<file path="src/rtl/fifo_uart_tx.sv">
// UART transmitter draining a registered-output sync FIFO.
// Frame: start bit, DATA_WIDTH data bits LSB first, optional even parity, STOP_BITS stop bits.
module fifo_uart_tx #(
    parameter int DATA_WIDTH   = 8,
    parameter int CLKS_PER_BIT = 868,
    parameter int PARITY_EN    = 0,
    parameter int STOP_BITS    = 1
) (
    input  logic                  clk,
    input  logic                  rst_n,
    input  logic                  tx_enable,
    input  logic                  fifo_empty,
    input  logic [DATA_WIDTH-1:0] fifo_data,
    output logic                  fifo_r_en,
    output logic                  tx,
    output logic                  busy,
    output logic                  tx_done
);

    localparam int CNT_W = $clog2(CLKS_PER_BIT);
    localparam int IDX_W = (DATA_WIDTH > 2) ? $clog2(DATA_WIDTH) : 1;

    localparam logic [CNT_W-1:0] CNT_LAST  = CNT_W'(CLKS_PER_BIT - 1);
    localparam logic [CNT_W-1:0] CNT_ONE   = CNT_W'(1);
    localparam logic [IDX_W-1:0] DATA_LAST = IDX_W'(DATA_WIDTH - 1);
    localparam logic [IDX_W-1:0] STOP_LAST = IDX_W'(STOP_BITS - 1);
    localparam logic [IDX_W-1:0] IDX_ONE   = IDX_W'(1);

    localparam logic [2:0] IDLE   = 3'd0;
    localparam logic [2:0] LOAD   = 3'd1;
    localparam logic [2:0] START  = 3'd2;
    localparam logic [2:0] DATA   = 3'd3;
    localparam logic [2:0] PARITY = 3'd4;
    localparam logic [2:0] STOP   = 3'd5;

    logic [2:0]            state_q, state_d;
    logic [CNT_W-1:0]      baud_q, baud_d;
    logic [IDX_W-1:0]      idx_q, idx_d;
    logic [DATA_WIDTH-1:0] shift_q, shift_d;
    logic                  parity_q, parity_d;
    logic                  tx_q, tx_d;
    logic                  baud_last;

    // Next-state logic, FIFO read strobe and end-of-frame pulse.
    always_comb begin
        state_d   = state_q;
        baud_d    = baud_q;
        idx_d     = idx_q;
        shift_d   = shift_q;
        parity_d  = parity_q;
        tx_d      = tx_q;
        tx_done   = 1'b0;
        baud_last = (baud_q == CNT_LAST);
        // Gated by rst_n so no pop can be requested while reset is held.
        fifo_r_en = rst_n && (state_q == IDLE) && tx_enable && !fifo_empty;

        if (state_q == START || state_q == DATA || state_q == PARITY || state_q == STOP) begin
            baud_d = baud_last ? '0 : baud_q + CNT_ONE;
        end

        case (state_q)
            IDLE: begin
                tx_d = 1'b1;
                if (fifo_r_en) state_d = LOAD;
            end
            LOAD: begin
                // FIFO output is valid the cycle after the read strobe.
                shift_d  = fifo_data;
                parity_d = ^fifo_data;
                tx_d     = 1'b0;
                baud_d   = '0;
                idx_d    = '0;
                state_d  = START;
            end
            START: begin
                if (baud_last) begin
                    tx_d    = shift_q[0];
                    state_d = DATA;
                end
            end
            DATA: begin
                if (baud_last) begin
                    if (idx_q == DATA_LAST) begin
                        idx_d = '0;
                        if (PARITY_EN != 0) begin
                            tx_d    = parity_q;
                            state_d = PARITY;
                        end else begin
                            tx_d    = 1'b1;
                            state_d = STOP;
                        end
                    end else begin
                        idx_d   = idx_q + IDX_ONE;
                        shift_d = shift_q >> 1;
                        tx_d    = shift_d[0];
                    end
                end
            end
            PARITY: begin
                if (baud_last) begin
                    tx_d    = 1'b1;
                    state_d = STOP;
                end
            end
            STOP: begin
                if (baud_last) begin
                    if (idx_q == STOP_LAST) begin
                        idx_d   = '0;
                        tx_done = 1'b1;
                        state_d = IDLE;
                    end else begin
                        idx_d = idx_q + IDX_ONE;
                    end
                end
            end
            default: begin
                tx_d    = 1'b1;
                state_d = IDLE;
            end
        endcase
    end

    // State registers; tx comes straight from a flop so the line never glitches.
    always_ff @(posedge clk or negedge rst_n) begin
        if (!rst_n) begin
            state_q  <= IDLE;
            baud_q   <= '0;
            idx_q    <= '0;
            shift_q  <= '0;
            parity_q <= 1'b0;
            tx_q     <= 1'b1;
        end else begin
            state_q  <= state_d;
            baud_q   <= baud_d;
            idx_q    <= idx_d;
            shift_q  <= shift_d;
            parity_q <= parity_d;
            tx_q     <= tx_d;
        end
    end

    assign tx   = tx_q;
    assign busy = (state_q != IDLE);

endmodule

</file>
<file path="config.mk">
export PLATFORM = sky130hd
export DESIGN_NAME = fifo_uart_tx
export DESIGN_NICKNAME = d
export VERILOG_FILES = /design/src/rtl/fifo_uart_tx.sv
export SDC_FILE = /design/constraint.sdc
export NUM_CORES = 1
export LEC_CHECK = 0
export CORE_MARGIN = 3
export CORE_UTILIZATION = 50
export CTS_CLUSTER_DIAMETER = 60
export DETAILED_ROUTE_END_ITERATION = 7
export GPL_TIMING_DRIVEN = 0
export PLACE_DENSITY = 0.74
export SKIP_LAST_GASP = 1
export SLEW_MARGIN = 5
export SYNTH_ARGS = -nofsm -noshare
export SYNTH_HDL_FRONTEND = slang
export SYNTH_SLANG_ARGS = --single-unit
</file>
<file path="constraint.sdc">
create_clock -name clk -period 2.05 [get_ports clk]
set_input_delay 0.41 -clock clk [delete_from_list [all_inputs] [get_ports clk]]
set_output_delay 0.41 -clock clk [all_outputs]
set_load 0.02 [all_outputs]
</file>
=== Word level (Yosys, flattened, before mapping) ===
Index checks and enable logic that the tools add are counted.

* Register bits after elaboration: 25
* Bits in latches: 0
* Bits in writable memories: 0
* ROM bits: 0
* Bits of input ports: 12
* Output and inout bits: 4
* Logic and storage cells: 67
* Memories: 0

* $add $sub $neg: 2
* Multipliers: 0
* Div/mod/pow operators: 0
* Magnitude comparators: 0
* Eq/ne operators: 15
* Shift operators: 0
* Mux-type cells: 27
* Bitwise gates (word level): 1
* Reduce and logical (&&, ||, !) cells: 17

{| class="wikitable"
|+ Operator list
! cell !! number
|-
| $mux 3 || 11
|-
| $mux 10 || 3
|-
| $pmux 3 s6 || 1
|-
| $mux 8 || 2
|-
| $pmux 8 s2 || 1
|-
| $ne 2x2->1 const B || 6
|-
| $add 10x1->10 const B || 1
|-
| $eq 10x10->1 const B || 1
|-
| $eq 3x3->1 const B || 3
|-
| $pmux 3 s3 || 1
|-
| $mux 1 || 7
|-
| $reduce_and 7->1 || 1
|-
| $eq 3x2->1 const B || 2
|-
| $logic_not 3->1 || 2
|-
| $reduce_and 3->1 || 2
|-
| $reduce_bool 3->1 || 2
|-
| $pmux 1 s5 || 1
|-
| $ne 2x1->1 const B || 2
|-
| $reduce_and 4->1 || 1
|-
| $reduce_bool 2->1 || 2
|-
| $add 3x1->3 const B || 1
|-
| $eq 3x1->1 const B || 1
|-
| $logic_and 1x1->1 || 3
|-
| $logic_or 1x1->1 || 3
|-
| other kinds (2) || 2
|}

=== Depth between registers and ports, before layout ===
* Depth after elaboration: 6
* Gate-level depth with buffers: 7
* Depth with buffers taken out: 6

=== Least setup slack after synthesis ===
Ideal clock, no wire load.

* Path type: register to output
* From: reg state_q[1]
* To: out fifo_r_en
* Arrival time: 1.639 ns
* Required time: 1.640 ns
* Path slack: 0.001 ns
* Cell stages (with the launch flop): 4
* Path buffers: 1
* Cell sequence: dfrtp_1 -> clkbuf_1 -> or3_1 -> nor3_1

* Word-level cells in the longest chain between the ends: 4

{| class="wikitable"
|+ Ends and longest elaborated chain
! item !! RTL line !! source
|-
| start: declaration || 36 || <nowiki>logic [2:0] state_q, state_d;</nowiki>
|-
| start signal: assignment || 133 || <nowiki>state_q <= state_d;</nowiki>
|-
| $logic_not 3->1 || 55 || <nowiki>fifo_r_en = rst_n && (state_q == IDLE) && tx_enable && !fifo_empty;</nowiki>
|-
| $logic_and 1x1->1 (3 in a row) || 55 ||
|-
| end: declaration || 14 || <nowiki>output logic fifo_r_en,</nowiki>
|}

Every way passes these cells.

=== Worst setup path in the final report ===
* From: reg baud_q[1]
* To: out tx_done

* Word-level cells in the longest chain between the ends: 3

{| class="wikitable"
|+ Ends and longest elaborated chain
! item !! RTL line !! source
|-
| start: declaration || 37 || <nowiki>logic [CNT_W-1:0] baud_q, baud_d;</nowiki>
|-
| start signal: assignment || 134 || <nowiki>baud_q <= baud_d;</nowiki>
|-
| $eq 10x10->1 || 53 || <nowiki>baud_last = (baud_q == CNT_LAST);</nowiki>
|-
| $mux 1 || 106 || <nowiki>if (baud_last) begin</nowiki>
|-
| $mux 1 || 61 || <nowiki>case (state_q)</nowiki>
|-
| end: declaration || 17 || <nowiki>output logic tx_done</nowiki>
|}

Every way passes these cells.

==> results.md <==
* Max cap viols at 0
* Failing checks: negative setup slack
* CTS Sinks at 25
* Post-synthesis register bit count at 25
* Global route overflow at 0
* Least-Margin Pin Slew at 0.568 ns
* Commonest non-fill, non-tap cell in the layout: dfrtp_1
* Pwr/cell area at 413 mW/mm^2
* Synth area leader: dfrtp_1
* Endpoint class of the critical path: primary output
* Max Slew Vio Count at 0
* DRT Pass-1 Iters at 4
* Clk pin slew, worst setup/hold paths at 0.15 ns
* Die span in x at 61.6 microns
* Met3 WL at 107 microns
* Yosys Warn Count at 0
* Via density at 5.97
* Top_reg_cell synth: dfrtp_1
* Setup CP Type: reg2out
* Max Fclk at 0.478 GHz
* Post-Syn Nets at 168
* Tightest hold margin at 0.0481 ns
* RSZ-0062 raised after global routing: yes
* Pleak at 0.824 nW
* Mapped Cells at 150
* Post-synth EDFFs at 0
* Synth cell types at 47
* Final setup vio count at 1
* Synthesized cell area at 0.00155 sq mm
* Post-layout net count at 201
* Maximum buffer depth of the clock tree at 2
* Synth-to-layout area growth at 23.1%
* Post-DP HPWL at 2330 microns
* Placed Area at 0.00174 sq mm
* Clock skew at 0.00409 ns
* ANT cells at 0
* Pwr Total at 786 uW
* Final period util at 102%
* Fraction of layout cells with a size suffix above 1 at 28.6%
* GRT Resource Usage Total at 19.1%
* CP arrival at 1.68 ns
* Wirelength, routed at 3430 microns
* TritonCTS clock tree: done
* Worst path max stage delay at 0.44 ns
* DRC at 0
* Min-Delay Path Class: in2async
* CORE AREA at 0.00285 sq mm
* FF-to-FF Start: state_q[2]
* IO Port Bufs at 15
* CTS Hold Bufs at 0
* Final GP Congestion at 0.841
* Fin. Hold Viols at 0
* Antenna viol nets, final at 0
* Largest net degree at the start of global routing at 27
* FF-to-FF setup slack at 0.10 ns
* Yosys top cell area share at 38.8%
* R2R depth at 5
* Metal-1 WL at 1550 microns
* # fillers at 231
* Cell-by-cell listing of the critical path: ha_4 -> nand4b_1 -> nor3_4 -> nand3_1 -> nor2_1 -> buf_4
* # IOs at 16
* Initial Utilization at 54.3%
* Initial antenna violation count at 0
* Fin util at 66.8%
* Iter 0 DRT Violations at 75
* Routed wl met2 at 1730 microns
* CP max FO at 4
* Number of global-route vias before repair at 1159
* Worst EP required at 1.64 ns
* Commonest cells after routing, fill and taps aside: dfrtp_1, mux2_2, buf_4, nor2_1, clkdlybuf4s50_1
* Clk Latency, worst-skew pair at 0.33 ns
* Final WS setup at -0.0425 ns
* DIE HEIGHT at 61.6 microns
* Outcome: complete, but fails checks
* Vias after detailed routing at 1271
* Area of the die at 0.00380 sq mm
* Fin crit period at 2.09 ns
* TritonCTS Buffers at 3
* CP max stage cell: dfrtp_1
* Setup TNS at -0.0425 ns
* Asr flop ratio synth at 100%
* First-pass GRT wire length at 5370 microns
* Area contributors post-synth: dfrtp_1, mux2_2, ha_1, xor2_1, nor2_1
* Sequential area share after synthesis at 40.5%
* DR top layer: met4
* H-tree levels at 1
* CP startpoint kind: flop
* Clock Root Buffer: clkbuf_4
* Finished Cell Area at 0.00191 sq mm
* FF-to-FF End: shift_q[4]
* Slew headroom at 62.1%
* Cell Rows at 19
* Worst vdd ir at 351 uV
* WL/cell at 16.1 microns
* Mean Syn Cell Area at 10.3 sq um
-- per-stage QoR --
| step | cells | setup slack, ns |
|---|---|---|
| after floorplan | 150 | 0.00144 |
| after global placement | 196 | -1.02 |
| after detailed placement | 196 | -1.08 |
| after CTS | 201 | -0.0891 |
| after global routing | 213 | -0.189 |
| final | 213 | -0.0425 |
-- sequential cells by signal, summed over array words and instances, names as in the netlist --
register	count
baud_q	10
shift_q	8
idx_q	3
state_q	3
tx	1
-- worst max-delay path: cells and delay by family (launching register included) --
kind | cells | cell delay [ns]
and+or+nand+nor | 4 | 0.60
DFF | 1 | 0.44
buffers and inverters | 1 | 0.14
adders and majority gates | 1 | 0.17
-- kinds of logic (layout without fill, tap and decap cells) --
family / after synthesis / count (layout) / share of synthesized area, %
buf+inv: 12 / 44 / 4.04
mux: 16 / 16 / 11.5
simple gates: 52 / 52 / 20.0
xor+xnor: 7 / 7 / 3.96
compound gates: 32 / 32 / 15.1
flops: 25 / 25 / 40.5
fa+ha+maj: 6 / 6 / 4.85
-- per-layer routing --
layer | up-vias | track usage, %
met5 | - | 0
met2 | 27 | 31.2
met4 | 0 | 7.88
met1 | 619 | 25.5
li1 | 620 | -
met3 | 5 | 2.52
-- area by class of cell --
type | count | area (sq um) | area share (%)
sequential | 25 | 629 | 33.0
tap | 31 | 38.8 | 2.04
inverter | 6 | 22.5 | 1.18
buffer | 4 | 32.5 | 1.71
multi-input combinational | 113 | 887 | 46.6
clock buffer | 3 | 22.5 | 1.18
clock inverter | 1 | 7.51 | 0.394
timing repair buffer | 30 | 265 | 13.9
-- worst max path at each step --
stage                           from        end  slack [ns]  cells after the start
after detailed placement       rst_n  fifo_r_en       -1.08                      4
after global routing       baud_q[0]    tx_done       -0.19                      6
after CTS                  baud_q[7]    tx_done       -0.09                      5
after global placement         rst_n  fifo_r_en       -1.02                      4
after floorplan           state_q[1]  fifo_r_en       0.001                      3
final                      baud_q[1]    tx_done       -0.04                      6
-- synthesized netlist by cell type (3+ instances only) --
cell type   n
nor2b_1     4
o21ai_0     7
nand2b_1    5
ha_1        6
dfrtp_1    24
inv_1       6
and3_1      3
nor3b_1     3
a21oi_1     6
xor2_1      7
clkbuf_1    4
nor3_1      4
o2111ai_1   3
mux2_2     14
nand2_1     3
nor2_1     11
nand3_1     6
-- what timing repair did --
item / CTS / global route
gates resized for setup: 16 / 9
setup buffers: 3 / 12
pin swaps: 1 / 4
setup endpoints to repair: 11 / 4
-- power by group --
group          internal (mW)  switching (mW)  total, mW  leakage (nW)
registers              0.501         0.00392      0.505         0.310
clock network         0.0748           0.160      0.235        0.0139
logic                 0.0287          0.0176     0.0463         0.500
No activity file was read; power rests on OpenSTA's default activity.
